**src/rtl/fpm_issue_ctrl.sv**
```systemverilog
// fpm_issue_ctrl: issue controller and WAW scoreboard that shares a single
// combinational FP16 multiplier among NREQ requesters.
//
// A round-robin arbiter picks one eligible request per cycle and drives the
// multiplier operands. The product is carried with its requester id and
// destination register through a LAT-stage writeback pipeline. A per-register
// busy table blocks any request whose destination still has a result in flight.
//
// Optional feature (macro FPM_PERF_CNT_EN): adds saturating 16-bit issue and
// stall counters on ports issue_cnt / stall_cnt.
//
// Ports:
//   clk, rst              clock (rising edge), asynchronous active-high reset
//   req_valid[NREQ]       per-requester request valid
//   req_a/req_b           packed FP16 operands, requester i at [16i+15:16i]
//   req_dst               packed destination register per requester
//   req_ready[NREQ]       one-hot grant
//   mul_a/mul_b           operands to the shared multiplier
//   mul_out               multiplier product (combinational from mul_a/mul_b)
//   wb_valid/id/dst/data  writeback of one result per cycle
//   busy[NREG]            scoreboard busy bits
//   issue_cnt/stall_cnt   performance counters (FPM_PERF_CNT_EN only)
module fpm_issue_ctrl #(
  parameter int unsigned NREQ = 4,
  parameter int unsigned NREG = 8,
  parameter int unsigned LAT  = 3,
  localparam int unsigned IDW = $clog2(NREQ),
  localparam int unsigned DW  = $clog2(NREG)
) (
  input  logic                 clk,
  input  logic                 rst,
  input  logic [NREQ-1:0]      req_valid,
  input  logic [16*NREQ-1:0]   req_a,
  input  logic [16*NREQ-1:0]   req_b,
  input  logic [DW*NREQ-1:0]   req_dst,
  output logic [NREQ-1:0]      req_ready,
  output logic [15:0]          mul_a,
  output logic [15:0]          mul_b,
  input  logic [15:0]          mul_out,
  output logic                 wb_valid,
  output logic [IDW-1:0]       wb_id,
  output logic [DW-1:0]        wb_dst,
  output logic [15:0]          wb_data,
  output logic [NREG-1:0]      busy
`ifdef FPM_PERF_CNT_EN
  ,
  output logic [15:0]          issue_cnt,
  output logic [15:0]          stall_cnt
`endif
);

  logic [NREG-1:0] r_busy;
  logic [IDW-1:0]  r_ptr;

  logic           r_vld  [LAT];
  logic [IDW-1:0] r_id   [LAT];
  logic [DW-1:0]  r_dst  [LAT];
  logic [15:0]    r_data [LAT];

  logic [NREQ-1:0] w_elig;
  logic [NREQ-1:0] w_grant;
  logic            w_any;
  logic [IDW-1:0]  w_gid;
  logic [IDW-1:0]  w_idx;
  logic [DW-1:0]   w_gdst;
  logic [NREG-1:0] w_set;
  logic [NREG-1:0] w_clr;

  // Eligibility uses the registered busy table, so a destination cleared by
  // this cycle's writeback only becomes available next cycle. Gating with rst
  // keeps req_ready low while reset is asserted.
  always_comb begin
    w_elig = '0;
    for (int unsigned i = 0; i < NREQ; i++) begin
      w_elig[i] = ~rst & req_valid[i] & ~r_busy[req_dst[i*DW +: DW]];
    end
  end

  // Round-robin search starting one past the last winner.
  always_comb begin
    w_grant = '0;
    w_gid   = '0;
    w_idx   = '0;
    w_any   = 1'b0;
    for (int unsigned k = 1; k <= NREQ; k++) begin
      w_idx = IDW'((32'(r_ptr) + k) % NREQ);
      if (!w_any && w_elig[w_idx]) begin
        w_any          = 1'b1;
        w_gid          = w_idx;
        w_grant[w_idx] = 1'b1;
      end
    end
  end

  assign w_gdst    = req_dst[32'(w_gid)*DW +: DW];
  assign req_ready = w_grant;
  assign mul_a     = w_any ? req_a[32'(w_gid)*16 +: 16] : '0;
  assign mul_b     = w_any ? req_b[32'(w_gid)*16 +: 16] : '0;

  always_comb begin
    w_set = '0;
    w_clr = '0;
    if (w_any)    w_set[w_gdst] = 1'b1;
    if (wb_valid) w_clr[wb_dst] = 1'b1;
  end

  always_ff @(posedge clk or posedge rst) begin
    if (rst) begin
      r_busy <= '0;
      r_ptr  <= IDW'(NREQ - 1);
    end else begin
      r_busy <= (r_busy & ~w_clr) | w_set;
      if (w_any) r_ptr <= w_gid;
    end
  end

  // Writeback pipeline: free-running shift, no backpressure.
  always_ff @(posedge clk or posedge rst) begin
    if (rst) begin
      for (int unsigned i = 0; i < LAT; i++) begin
        r_vld[i]  <= 1'b0;
        r_id[i]   <= '0;
        r_dst[i]  <= '0;
        r_data[i] <= '0;
      end
    end else begin
      r_vld[0]  <= w_any;
      r_id[0]   <= w_gid;
      r_dst[0]  <= w_gdst;
      r_data[0] <= mul_out;
      for (int unsigned i = 1; i < LAT; i++) begin
        r_vld[i]  <= r_vld[i-1];
        r_id[i]   <= r_id[i-1];
        r_dst[i]  <= r_dst[i-1];
        r_data[i] <= r_data[i-1];
      end
    end
  end

  assign wb_valid = r_vld[LAT-1];
  assign wb_id    = r_id[LAT-1];
  assign wb_dst   = r_dst[LAT-1];
  assign wb_data  = r_data[LAT-1];
  assign busy     = r_busy;

`ifdef FPM_PERF_CNT_EN
  logic [15:0] r_issue_cnt;
  logic [15:0] r_stall_cnt;

  always_ff @(posedge clk or posedge rst) begin
    if (rst) begin
      r_issue_cnt <= '0;
      r_stall_cnt <= '0;
    end else begin
      if (w_any && r_issue_cnt != '1) r_issue_cnt <= r_issue_cnt + 16'd1;
      if ((|req_valid) && !w_any && r_stall_cnt != '1)
        r_stall_cnt <= r_stall_cnt + 16'd1;
    end
  end

  assign issue_cnt = r_issue_cnt;
  assign stall_cnt = r_stall_cnt;
`endif

endmodule

```
**config.mk**
```make
export PLATFORM = sky130hd
export DESIGN_NAME = fpm_issue_ctrl
export DESIGN_NICKNAME = d
export VERILOG_FILES = /design/src/rtl/fpm_issue_ctrl.sv
export SDC_FILE = /design/constraint.sdc
export NUM_CORES = 1
export LEC_CHECK = 0
export BUFFER_PORTS_ARGS = -buffer_cell sky130_fd_sc_hd__buf_2
export CORE_ASPECT_RATIO = 0.6
export CORE_UTILIZATION = 50
export CTS_BUF_LIST = sky130_fd_sc_hd__clkbuf_4
export DETAILED_ROUTE_END_ITERATION = 10
export HOLD_SLACK_MARGIN = 0.1
export PLACE_DENSITY = 0.89
export SLEW_MARGIN = 20
export SYNTH_ARGS = -nofsm -noshare
export SYNTH_HDL_FRONTEND = slang
export SYNTH_SLANG_ARGS = --single-unit
export TNS_END_PERCENT = 10
```
**constraint.sdc**
```tcl
create_clock -name clk -period 15.7 [get_ports clk]
set_input_delay 4.71 -clock clk [delete_from_list [all_inputs] [get_ports clk]]
set_output_delay 4.71 -clock clk [all_outputs]
set_load 0.05 [all_outputs]
```
== Yosys cells after proc, flatten, opt, wreduce, memory -nomap -nowiden ==
Index checks and enable logic that the tools add are counted.
Widths: inputs -> output; s select.

* $add $sub $neg: 4
* Multipliers: 1
* Magnitude comparators: 16
* Shift-type cells: 3
* Muxes and demuxes: 44
* Bitwise gates (word level): 19
* Reduce and logical (&&, ||, !) cells: 12

{| class="wikitable"
|+ Operators with widths
! kind !! count
|-
| $shiftx 64x7->16 || 2
|-
| $mux 16 || 2
|-
| $lt 3x4->1 const B || 6
|-
| $mux 1 || 18
|-
| $mux 4 || 4
|-
| $mux 8 || 2
|-
| $bmux 1 s3 || 4
|-
| $lt 2x3->1 const B || 4
|-
| $or 4x4->4 || 3
|-
| $shiftx 12x5->3 || 1
|-
| $logic_and 1x1->1 || 9
|-
| $and 1x1->1 || 8
|-
| $and 8x8->8 || 1
|-
| $bmux 1 s2 || 4
|-
| $demux 1 s2 || 4
|-
| $ge 2x1->1 const B || 4
|-
| $mux 2 || 4
|-
| $not 8->8 || 1
|-
| $or 8x8->8 || 1
|-
| $demux 1 s3 || 2
|-
| $ge 3x1->1 const B || 2
|-
| $not 1->1 || 5
|-
| $add 2x1->2 const B || 2
|-
| $add 2x2->2 const B || 2
|-
| other kinds (2) || 4
|}

* Register bits after elaboration: 76
* Input bits: 162
* Output and inout port bits: 66
* Word-level logic and storage cells: 113

== Longest topological paths before layout ==
* Depth after elaboration: 24
* Gate-level depth with buffers: 13
* Gate-level depth less buffers: 11

== Worst setup path after synthesis ==
Ideal clock, no wire load.

* Kind: in2out
* Start point: input port rst
* End point: output port mul_a[0]
* Arrival time: 8862 ps
* Required time: 10990 ps
* Path slack: 2128 ps
* Stages: 10
* Path buffers: 3
* Cell sequence: inv_1 > nand2_1 > nor2_4 > a31oi_1 > o311a_1 > buf_6 > clkbuf_1 > buf_2 > mux2i_1 > o22ai_1

* Word-level cells in the longest chain between the ends: 17
* Elaborated cells between the ends (all ways): 33
* Those cells by class: shift (1); mux (17); bitwise (9); reduce/logical (6)

{| class="wikitable"
|+ RTL lines
! element !! line !! RTL
|-
| start: declaration || 31 || <nowiki>input logic rst,</nowiki>
|-
| $not 1->1 * || 75 || <nowiki>w_elig[i] = ~rst & req_valid[i] & ~r_busy[req_dst[i*DW +: DW]];</nowiki>
|-
| $and 1x1->1 (2 in series) || 75 ||
|-
| $bmux 1 s2 || 87 || <nowiki>if (!w_any && w_elig[w_idx]) begin</nowiki>
|-
| $mux 1 (implied by the code) || 87 ||
|-
| $mux 1 || 87 ||
|-
| $logic_not 1->1 || 87 ||
|-
| $logic_and 1x1->1 || 87 ||
|-
| $mux 1 || 87 ||
|-
| $logic_not 1->1 || 87 ||
|-
| $logic_and 1x1->1 || 87 ||
|-
| $mux 1 || 87 ||
|-
| $logic_not 1->1 || 87 ||
|-
| $logic_and 1x1->1 || 87 ||
|-
| $mux 2 || 87 ||
|-
| $shiftx 64x7->16 || 97 || <nowiki>assign mul_a = w_any ? req_a[32'(w_gid)*16 +: 16] : '0;</nowiki>
|-
| $mux 16 * || 97 ||
|-
| end: declaration || 37 || <nowiki>output logic [15:0] mul_a,</nowiki>
|}

Mark *: on every way between the ends. The rest lies on a longest branch, timed or not. The select of a mux whose other input is x is not followed.

== Final worst setup path ==
* Start point: input port rst
* End point: output port mul_a[3]

The elaborated chain is that of the path after synthesis.

==> summary.md <==
| Metric | Value |
|---|---|
| Worst IR drop on VDD | `0.166 mV` |
| Root buf cell | `clkbuf_4` |
| Seq cells post-synth | `76` |
| Static leakage | `2.60 nW` |
| Cell-by-cell trace of the critical path | `buf_2 > clkinv_2 > buf_4 > nand2_1 > nor2_4 > nor3_1 > inv_1 > nand2_1 > o22ai_1 > buf_2` |
| CP max FO | `47` |
| Mapped Cells | `333` |
| Commonest non-fill, non-tap cell in the layout | `buf_2` |
| Worst Path Required | `10.99 ns` |
| Clock buffer depth | `2` |
| Clock-pin slew on the worst setup and hold paths | `0.12 ns` |
| Global-route wire length before repair | `17700 um` |
| Core area | `7880 sq um` |
| Detailed Route Iter0 Violations | `338` |
| Total track usage | `0.279` |
| Avg Cell Area, Syn | `12.3 sq um` |
| Buffers on Ports | `227` |
| # setup viols final | `0` |
| Most frequent cells in the layout | `227 x buf_2, 74 x dfrtp_1, 60 x mux2i_1` |
| YS warnings | `0` |
| Slew margin rel. | `0.325` |
| P&R area growth vs syn | `29.3%` |
| Die Area | `8540 sq um` |
| Synth Cell Area | `4080 sq um` |
| Post-route cell area | `5280 sq um` |
| Reg2reg setup slack | `11.52 ns` |
| CP peak stage delay | `0.81 ns` |
| Crit path DAT | `8.49 ns` |
| Final Hold Fails | `0` |
| Hold Path Class | `reg2reg` |
| Critical path's top delay family | `simple AND/OR/NAND/NOR gates` |
| Yosys top cell by area | `dfrtp_1` |
| Vias in the first global route | `3356` |
| H-tree Lvls | `3` |
| Crit start category | `primary input` |
| # DRC | `0` |
| Fraction of layout cells with a size suffix above 1 | `0.507` |
| ANT nets after route | `0` |
| Initial antenna violation count | `0` |
| Clk sinks | `76` |
| Worst-Margin Slew | `1.01 ns` |
| CTS tree | `done` |
| Die Height | `72.0 um` |
| Syn nets | `503` |
| Netlist cell types | `43` |
| Final setup TNS | `0 ns` |
| Num CTS Buffers | `9` |
| Post-Route Skew | `0.0148 ns` |
| Final Wtd Congestion | `1.01` |
| CP max stage cell | `nor3_1` |
| P per Cell Area | `193 nW/um^2` |
| Clk_lat worst skew | `0.42 ns` |
| # resized after CTS | `0` |
| Max-Cap Viols | `0` |
| FP Rows | `25` |
| IO Pins | `228` |
| Total gr overflow | `0` |
| Die X | `119 um` |
| WP buf/inv | `5` |
| WL per Instance | `18.6 um` |
| Tcrit/Tclk final | `0.841` |
| Largest net degree at the start of global routing | `64` |
| Setup bufs post-CTS | `0` |
| WL final | `12000 um` |
| Critical Path Sink Type | `output port` |
| Post-synth top area share | `0.454` |
| Nets@finish | `705` |
| Synth area leaders | `dfrtp_1 45%, mux2i_1 15%, mux4_2 8.3%, buf_4 4.0%, o22ai_1 3.7%` |
| Dpl hpwl | `9530 um` |
| Critical Setup Path Class | `in2out` |
| Register area share after synthesis | `0.466` |
| Status | `complete, no violations` |
| Starting Density | `0.518` |
| Via/cell ratio | `5.66` |
| Fmax | `75.7 MHz` |
| Vias | `3673` |
| Final max-slew violation count | `0` |
| Hold buffer count at CTS | `0` |
| Drt first pass iters | `6` |
| Final min period | `13.20 ns` |
| RSZ-0062 raised after global routing | `no` |
| Area after DPL | `5140 sq um` |
cell type report:
class | count | area [sq um]
clock buffers | 13 | 97.6
repair buffers | 229 | 1150
inverters | 9 | 35.0
diodes | 1 | 2.50
clock inverters | 3 | 38.8
flip-flops and latches | 76 | 1900
well taps | 108 | 135
multi-input cells | 210 | 1910
fillers | 610 | 2600
sequential cells by signal, indices dropped and copies added, names as in the netlist:
signal and cells:
wb_valid 1, busy 8, r_vld 2, r_id 4, r_ptr 2, r_data 32, wb_dst 3, wb_data 16
r_dst 6, wb_id 2
cell usage after synthesis, drive strengths merged:
master and instances:
a21o 1, a211oi 1, a221o 4, o41ai 8, o21ai 8, or2 1, o311a 2, o211ai 1
and2 11, dfstp 2, buf 32, inv 8, a22oi 4, clkbuf 6, nand2 12, mux4 15
ha 8, clkinv 1, o31ai 2, mux2i 60, nor2b 3, a311o 1, o22ai 24, nand2b 4
nor2 11, a31oi 2, a221oi 1, nor3 4, nand3 5, o32ai 1, mux2 11, o221ai 2
dfrtp 74, a21oi 3
final timing paths:
check,from,end,cells past startpoint
min,r_dst[3]$_DFF_PP0_,wb_dst[0]$_DFF_PP0_,0
max reg2reg,r_ptr[0]$_DFFE_PP1P_,busy[2]$_DFF_PP0_,11
max,rst,mul_a[3],10
min in group asynchronous,rst,wb_data[13]$_DFF_PP0_,2
min reg2reg,r_dst[3]$_DFF_PP0_,wb_dst[0]$_DFF_PP0_,0
max in group asynchronous,rst,wb_data[7]$_DFF_PP0_,3
where the power goes:
| part | switching (W) | leakage (nW) | internal (W) |
|---|---|---|---|
| clock | 0.0000601 | 0.0794 | 0.0000552 |
| sequential | 0.0000433 | 0.892 | 0.000236 |
| combinational | 0.000428 | 1.63 | 0.000196 |
| total | 0.000531 | 2.60 | 0.000488 |
metrics by stage:
step | worst slack [ns] | hold WS [ns] | total power, W | cells | util
final | 2.50 | 0.350 | 0.00102 | 649 | 0.670
after global routing | 2.05 | 0.363 | 0.00107 | 648 | 0.669
after CTS | 2.45 | 0.355 | 0.00102 | 648 | 0.669
after detailed placement | 2.48 | 0.335 | 0.000901 | 632 | 0.652
after global placement | 2.74 | 0.331 | 0.000883 | 632 | 0.652
after floorplan | 2.13 | 0.331 | 0.000770 | 333 | -
metal layers:
metal  wire length [um]  up-vias  share of wire  global-route usage
li1                   -     1638              -                   -
met1               5390     1790           0.45               0.414
met2               5400      225           0.45               0.403
met3               1110       20          0.092              0.0763
met4                150        0          0.012              0.0816
met5                  0        -              0                   0
logic make-up after synthesis:
logic type      Yosys count  share of synthesized area
buf+inv                  47                     0.0674
flops                    76                      0.466
fa+ha+maj                 8                     0.0245
compound gates           65                      0.115
simple gates             51                     0.0650
mux                      86                      0.262
Note: power is estimated with default switching activity, not from simulation.
